File: config.mk
export PLATFORM = sky130hd
export DESIGN_NAME = fifo_ctrl_flat
export DESIGN_NICKNAME = d
export VERILOG_FILES = /design/src/rtl/fifo_ctrl_if.sv /design/src/rtl/fifo_ctrl.sv /design/src/flat_wrapper.sv
export SDC_FILE = /design/constraint.sdc
export NUM_CORES = 1
export LEC_CHECK = 0
export CAP_MARGIN = 10
export CELL_PAD_IN_SITES_DETAIL_PLACEMENT = 1
export CELL_PAD_IN_SITES_GLOBAL_PLACEMENT = 1
export CORE_MARGIN = 1.5
export CORE_UTILIZATION = 29
export CTS_BUF_LIST = sky130_fd_sc_hd__clkbuf_2
export DETAILED_ROUTE_END_ITERATION = 12
export PLACE_DENSITY = 0.88
export SLEW_MARGIN = 20
export SYNTH_ARGS = -nofsm -noshare
export SYNTH_HDL_FRONTEND = slang
export SYNTH_SLANG_ARGS = --single-unit
File: constraint.sdc
create_clock -name clk -period 1.9 [get_ports clk]
set_input_delay 0.38 -clock clk [delete_from_list [all_inputs] [get_ports clk]]
set_output_delay 0.38 -clock clk [all_outputs]
set_load 0.02 [all_outputs]
File: src/rtl/fifo_ctrl_if.sv
// FIFO controller bus: request inputs, storage access strobes/addresses,
// occupancy status and sticky error flags. clk/rst are kept outside.
interface fifo_ctrl_if #(
   parameter int ADDR_WIDTH = 4
);
   logic                  wr_req;
   logic                  rd_req;
   logic                  err_clr;
   logic                  wen;
   logic [ADDR_WIDTH-1:0] waddr;
   logic                  ren;
   logic [ADDR_WIDTH-1:0] raddr;
   logic                  rvalid;
   logic                  full;
   logic                  empty;
   logic                  almost_full;
   logic                  almost_empty;
   logic [ADDR_WIDTH:0]   count;
   logic                  overflow;
   logic                  underflow;

   // Requester side: issues push/pop/clear, observes strobes and status.
   modport master (
      output wr_req, rd_req, err_clr,
      input  wen, waddr, ren, raddr, rvalid, full, empty,
             almost_full, almost_empty, count, overflow, underflow
   );

   // Controller side.
   modport slave (
      input  wr_req, rd_req, err_clr,
      output wen, waddr, ren, raddr, rvalid, full, empty,
             almost_full, almost_empty, count, overflow, underflow
   );
endinterface

File: src/rtl/fifo_ctrl.sv
// Pointer/flag controller for a dual-port FIFO storage array with a
// 1-cycle registered read. Pointers carry one extra wrap bit so that
// full and empty are distinguishable when the address bits match.
// Optional build macro FIFO_CTRL_ERR_EN adds sticky overflow/underflow
// flags cleared by err_clr; without it both flags are tied low.
module fifo_ctrl #(
   parameter int ADDR_WIDTH = 4,
   parameter int AF_LEVEL   = 12,
   parameter int AE_LEVEL   = 2
) (
   input logic         clk,
   input logic         rst,
   fifo_ctrl_if.slave  bus
);
   localparam logic [ADDR_WIDTH:0] AF_LVL = (ADDR_WIDTH+1)'(AF_LEVEL);
   localparam logic [ADDR_WIDTH:0] AE_LVL = (ADDR_WIDTH+1)'(AE_LEVEL);

   logic [ADDR_WIDTH:0] wptr_q, wptr_d;
   logic [ADDR_WIDTH:0] rptr_q, rptr_d;
   logic                rvalid_q;
   logic [ADDR_WIDTH:0] count_w;
   logic                full_w;
   logic                empty_w;
   logic                wen_w;
   logic                ren_w;

   // Status is derived only from registered pointers, so it cannot glitch
   // when the requests change within a cycle.
   always_comb begin
      count_w = wptr_q - rptr_q;
      full_w  = (wptr_q[ADDR_WIDTH-1:0] == rptr_q[ADDR_WIDTH-1:0]) &&
                (wptr_q[ADDR_WIDTH] != rptr_q[ADDR_WIDTH]);
      empty_w = (wptr_q == rptr_q);
      wen_w   = bus.wr_req & ~full_w & ~rst;
      ren_w   = bus.rd_req & ~empty_w & ~rst;
      wptr_d  = wptr_q + (ADDR_WIDTH+1)'(wen_w);
      rptr_d  = rptr_q + (ADDR_WIDTH+1)'(ren_w);
   end

   // Pointer and read-valid registers; rvalid tracks the storage read latency.
   always_ff @(posedge clk) begin
      if (rst) begin
         wptr_q   <= '0;
         rptr_q   <= '0;
         rvalid_q <= 1'b0;
      end else begin
         wptr_q   <= wptr_d;
         rptr_q   <= rptr_d;
         rvalid_q <= ren_w;
      end
   end

   assign bus.wen          = wen_w;
   assign bus.ren          = ren_w;
   assign bus.waddr        = wptr_q[ADDR_WIDTH-1:0];
   assign bus.raddr        = rptr_q[ADDR_WIDTH-1:0];
   assign bus.rvalid       = rvalid_q;
   assign bus.full         = full_w;
   assign bus.empty        = empty_w;
   assign bus.count        = count_w;
   assign bus.almost_full  = (count_w >= AF_LVL);
   assign bus.almost_empty = (count_w <= AE_LVL);

`ifdef FIFO_CTRL_ERR_EN
   logic overflow_q, overflow_d;
   logic underflow_q, underflow_d;

   // Sticky error next-state: a set condition wins over a same-cycle clear.
   always_comb begin
      overflow_d  = overflow_q;
      underflow_d = underflow_q;
      if (bus.err_clr) begin
         overflow_d  = 1'b0;
         underflow_d = 1'b0;
      end
      if (bus.wr_req & full_w)  overflow_d  = 1'b1;
      if (bus.rd_req & empty_w) underflow_d = 1'b1;
   end

   // Sticky error registers.
   always_ff @(posedge clk) begin
      if (rst) begin
         overflow_q  <= 1'b0;
         underflow_q <= 1'b0;
      end else begin
         overflow_q  <= overflow_d;
         underflow_q <= underflow_d;
      end
   end

   assign bus.overflow  = overflow_q;
   assign bus.underflow = underflow_q;
`else
   logic unused_err_clr;
   assign unused_err_clr = bus.err_clr;
   assign bus.overflow   = 1'b0;
   assign bus.underflow  = 1'b0;
`endif
endmodule

File: src/flat_wrapper.sv
// flat-port wrapper written by rule: the top's interface ports become plain ports
module fifo_ctrl_flat 
#(
   parameter int ADDR_WIDTH = 4,
   parameter int AF_LEVEL   = 12,
   parameter int AE_LEVEL   = 2
)
  (clk, rst, bus_wr_req, bus_rd_req, bus_err_clr, bus_wen, bus_waddr, bus_ren, bus_raddr, bus_rvalid, bus_full, bus_empty, bus_almost_full, bus_almost_empty, bus_count, bus_overflow, bus_underflow);
  fifo_ctrl_if #(.ADDR_WIDTH(ADDR_WIDTH)) bus_i ();
  input logic clk;
  input logic rst;
  input wire logic [$bits(bus_i.wr_req)-1:0] bus_wr_req;
  input wire logic [$bits(bus_i.rd_req)-1:0] bus_rd_req;
  input wire logic [$bits(bus_i.err_clr)-1:0] bus_err_clr;
  output wire logic [$bits(bus_i.wen)-1:0] bus_wen;
  output wire logic [$bits(bus_i.waddr)-1:0] bus_waddr;
  output wire logic [$bits(bus_i.ren)-1:0] bus_ren;
  output wire logic [$bits(bus_i.raddr)-1:0] bus_raddr;
  output wire logic [$bits(bus_i.rvalid)-1:0] bus_rvalid;
  output wire logic [$bits(bus_i.full)-1:0] bus_full;
  output wire logic [$bits(bus_i.empty)-1:0] bus_empty;
  output wire logic [$bits(bus_i.almost_full)-1:0] bus_almost_full;
  output wire logic [$bits(bus_i.almost_empty)-1:0] bus_almost_empty;
  output wire logic [$bits(bus_i.count)-1:0] bus_count;
  output wire logic [$bits(bus_i.overflow)-1:0] bus_overflow;
  output wire logic [$bits(bus_i.underflow)-1:0] bus_underflow;
  assign bus_i.wr_req = bus_wr_req;
  assign bus_i.rd_req = bus_rd_req;
  assign bus_i.err_clr = bus_err_clr;
  assign bus_wen = bus_i.wen;
  assign bus_waddr = bus_i.waddr;
  assign bus_ren = bus_i.ren;
  assign bus_raddr = bus_i.raddr;
  assign bus_rvalid = bus_i.rvalid;
  assign bus_full = bus_i.full;
  assign bus_empty = bus_i.empty;
  assign bus_almost_full = bus_i.almost_full;
  assign bus_almost_empty = bus_i.almost_empty;
  assign bus_count = bus_i.count;
  assign bus_overflow = bus_i.overflow;
  assign bus_underflow = bus_i.underflow;
  fifo_ctrl #(.ADDR_WIDTH(ADDR_WIDTH), .AF_LEVEL(AF_LEVEL), .AE_LEVEL(AE_LEVEL)) u_core (.clk(clk), .rst(rst), .bus(bus_i));
endmodule
==> results by group, run 1 <==
Finish
  – Filler cells: ~240
  – Final instance count without filler cells: 151
  – Diode count: 0
  – Final Util: 64.43%
  – Layout cells sized above 1: approximately two thirds
  – Area of the multi-input gates: 658.1 µm²
  – Sequential Area: approximately 230 µm²
  – Synthesis-to-layout area growth: 105.9%
  – Final instance area: roughly 1500 µm²
  – Final Net Count: ~140

Setup path
  – CP startpoint kind: register
  – Crit. Startpoint: u_core.wptr_q[0]
  – Arr. time, crit path: ~2 ns
  – Reg-to-Reg Start: u_core.rptr_q[1]
  – Crit Path Class: reg2out
  – CP max FO: 2
  – Req. time, crit path: 1.52 ns
  – Worst Reg2Reg Path Length in Cells: 13
  – CP Capture Type: output port
  – Reg2reg setup slack: -0.19 ns
  – Capturing point of the worst reg2reg path: u_core.rptr_q[4]

STA
  – Minimum clock period: ~2.4 ns
  – Finish-stage setup viols: 16
  – Period utilization: 124.6%
  – Worst setup margin: -0.4683 ns
  – Max-slew violation count: 0
  – Worst clock skew: roughly 0.0043 ns
  – Peak Freq: ~420 MHz
  – RSZ-0062 raised after global routing: true
  – Hold Violations, Final: 0

Yosys
  – Netlist cell types: 21
  – Cells after Synth: between 70 and 80
  – Avg Cell Area, Syn: 9.047 µm²
  – Mapped Area: 705.7 µm²
  – Warnings, synthesis: 0
  – Top cell type's share of synthesized area: between 30% and 40%
  – Register bit total from synthesis: 11
  – Cell taking the most area after synthesis: dfxtp_1
  – Synth area leaders: dfxtp_1 (31%), ha_1 (14%), buf_4 (11%), xnor2_1 (6.2%), xor2_1 (5.0%)
  – Sequential share of the synthesized area: roughly 31%

Drt
  – Drt via density: about 4.4
  – DR DRC count: 0
  – Initial detailed-routing violation count: 3
  – Post-route ant nets: 0
  – Initial DRT Pass Iterations: 2
  – Routed WL per cell: 14.68 µm
  – Drt total wl: around 2200 µm
  – DR vias: 667

GRT
  – Initial antenna violation count: 0
  – GR Util All Layers: between 10% and 20%
  – Global-route wire length before repair: about 3700 µm
  – Vias in the first global route: between 700 and 800
  – Total gr overflow: 0
  – Pin count of the biggest net entering global routing: 7

Die
  – Core area: about 2300 µm²
  – I/O pin count: 27
  – Total die area: ~2700 µm²
  – Chip Width: 52.33 µm
  – Cell Rows: 17
  – Initial Utilization: between 30% and 40%
  – Chip height: 52.33 µm

Hold path
  – Hold endpoint: u_core.rptr_q[2]
  – Worst hold path class: reg2reg
  – Cells on Worst Hold Path: 3
  – HP Start: u_core.rptr_q[2]

CTS
  – Worst-path clk slew: 0.11 ns
  – CTS tree: built
  – Root Buffer: clkbuf_2
  – Clock sink count: 11
  – CTS Buf Count: 3
  – CTS Buffer Depth: 2
  – H-tree level count: 1
  – Clk_lat worst skew: between 0.2 and 0.3 ns

Placed design
  – Number of port buffers: 23
  – DP Area: 1204 µm²
  – Detailed placer's ending HPWL: ~1600 µm
  – GP Congestion: 0.8799
  – Dpl cells: around 140

Power
  – Worst VDD drop: 0.3269 mV
  – PwrDens: ~450 nW/µm²
  – P_leak: between 0.6 and 0.7 nW

Run status
  – Outcome: finished with violations
  – Failing checks: negative setup slack

Flow run
  – Max cap viols: 0
-- worst max path at each step --
stage | endpoint | slack, ns | cells past startpoint
3_5_place_dp | bus_almost_empty | -0.75 | 8
2_1_floorplan | bus_almost_empty | -0.27 | 7
6_report | bus_almost_full | -0.47 | 9
3_3_place_gp | bus_almost_empty | -0.68 | 8
5_1_grt | bus_almost_empty | -0.56 | 8
4_1_cts | bus_almost_full | -0.47 | 9
-- cell type report --
class                           instances  share of cell area, %
Multi-Input combinational cell         50                  45.31
Timing Repair Buffer                   51                  32.82
Sequential cell                        11                  16.11
Tap cell                               28                  2.412
Inverter                                7                  1.981
Clock buffer                            4                  1.378
-- critical path, cell delays in order, from the launching register on --
cell	delay, ns
dfxtp_2	0.35
inv_2	0.04
ha_4	0.15
fa_2	0.35
nand2b_4	0.16
a21oi_4	0.17
xnor2_4	0.09
buf_6	0.14
a21o_1	0.15
buf_6	0.13
-- cells in the final DEF (no fill, tap or decap), drive strengths merged --
cell           instances
dlymetal6s2s           1
nor2                   9
nand4                  1
o21ai                  1
clkbuf                 4
dlygate4sd2            1
conb                   2
a2111oi                1
xor2                   5
nor3b                  3
nand2                  1
a21o                   1
fa                     1
inv                    7
a21oi                  2
nor2b                  5
ha                     8
buf                   38
xnor2                  5
clkdlybuf4s50         11
dfxtp                 11
nand2b                 1
nand3                  4
-- cells by family after synthesis --
logic type      count (synthesis)  synth area share [%]
xor+xnor                       10                 13.48
buf+inv                        18                 14.89
fa+ha+maj                       9                 17.02
compound gates                  5                 5.318
flops                          11                 31.21
other cells                     1                0.5314
simple gates                   24                 17.55
-- power breakdown --
| part | internal (W) | switching [W] | total (W) | leakage [nW] |
|---|---|---|---|---|
| Sequential | 0.000234 | 0.00000389 | 0.000238 | 0.0930 |
| Clock | 0.0000559 | 0.0000789 | 0.000135 | 0.0166 |
| Combinational | 0.000150 | 0.000136 | 0.000286 | 0.519 |
| Total | 0.000440 | 0.000219 | 0.000659 | 0.628 |
-- synth_stat cells --
cell / instances
a2111oi_2: 1
a21o_1: 1
a21oi_1: 2
buf_4: 10
clkbuf_1: 1
conb_1: 1
dfxtp_1: 11
fa_1: 1
ha_1: 8
inv_1: 7
nand2_1: 1
nand2b_1: 1
nand3_1: 4
nand4_1: 1
nor2_1: 9
nor2b_1: 5
nor3b_1: 3
o21ai_1: 1
xnor2_1: 5
xor2_1: 4
xor2_2: 1
-- metal layers --
layer	vias to the layer above	GRT usage, %	share of wire, %	wire [µm]
met3	2	3.143	4.1	91
met2	19	36.46	56	1241
met4	0	3.846	0.23	5
li1	328	-	-	-
met1	318	20.82	40	879
met5	-	0	0	0
-- sequential cells by signal (all words and copies together), names as in the netlist --
| register | count |
|---|---|
| u_core.bus.rvalid | 1 |
| u_core.rptr_q | 5 |
| u_core.wptr_q | 5 |
-- metrics by stage --
stage / setup TNS (ns) / hold slack, ns / worst slack, ns / power [W]
2_1_floorplan: -1.119 / 0.4419 / -0.2706 / 0.0003864
3_3_place_gp: -5.216 / 0.6166 / -0.6817 / 0.0004704
3_5_place_dp: -6.240 / 0.6484 / -0.7475 / 0.0004780
4_1_cts: -3.096 / 0.6731 / -0.4660 / 0.0006481
5_1_grt: -4.244 / 0.7093 / -0.5572 / 0.0006932
6_report: -2.889 / 0.6753 / -0.4683 / 0.0006594
-- repair_timing --
item                                    4_1_cts  5_1_grt
hold buffers                                  0        0
gates resized for setup                      81       12
pin swaps                                    23       13
gates cloned                                  0        0
endpoints found under the setup margin       20       19
buffers inserted                              8        1
Power figures use the tool's default switching activity.
==> run 2: changes to the inputs <==
--- a/config.mk
+++ b/config.mk
@@ -11,6 +11,7 @@
 export CORE_MARGIN = 1.5
 export CORE_UTILIZATION = 29
 export CTS_BUF_LIST = sky130_fd_sc_hd__clkbuf_2
+export CTS_CLUSTER_SIZE = 20
 export DETAILED_ROUTE_END_ITERATION = 12
 export PLACE_DENSITY = 0.88
 export SLEW_MARGIN = 20
==> results of run 2 <==
The final DEF is identical to that of run 1; final timing and power are the same.
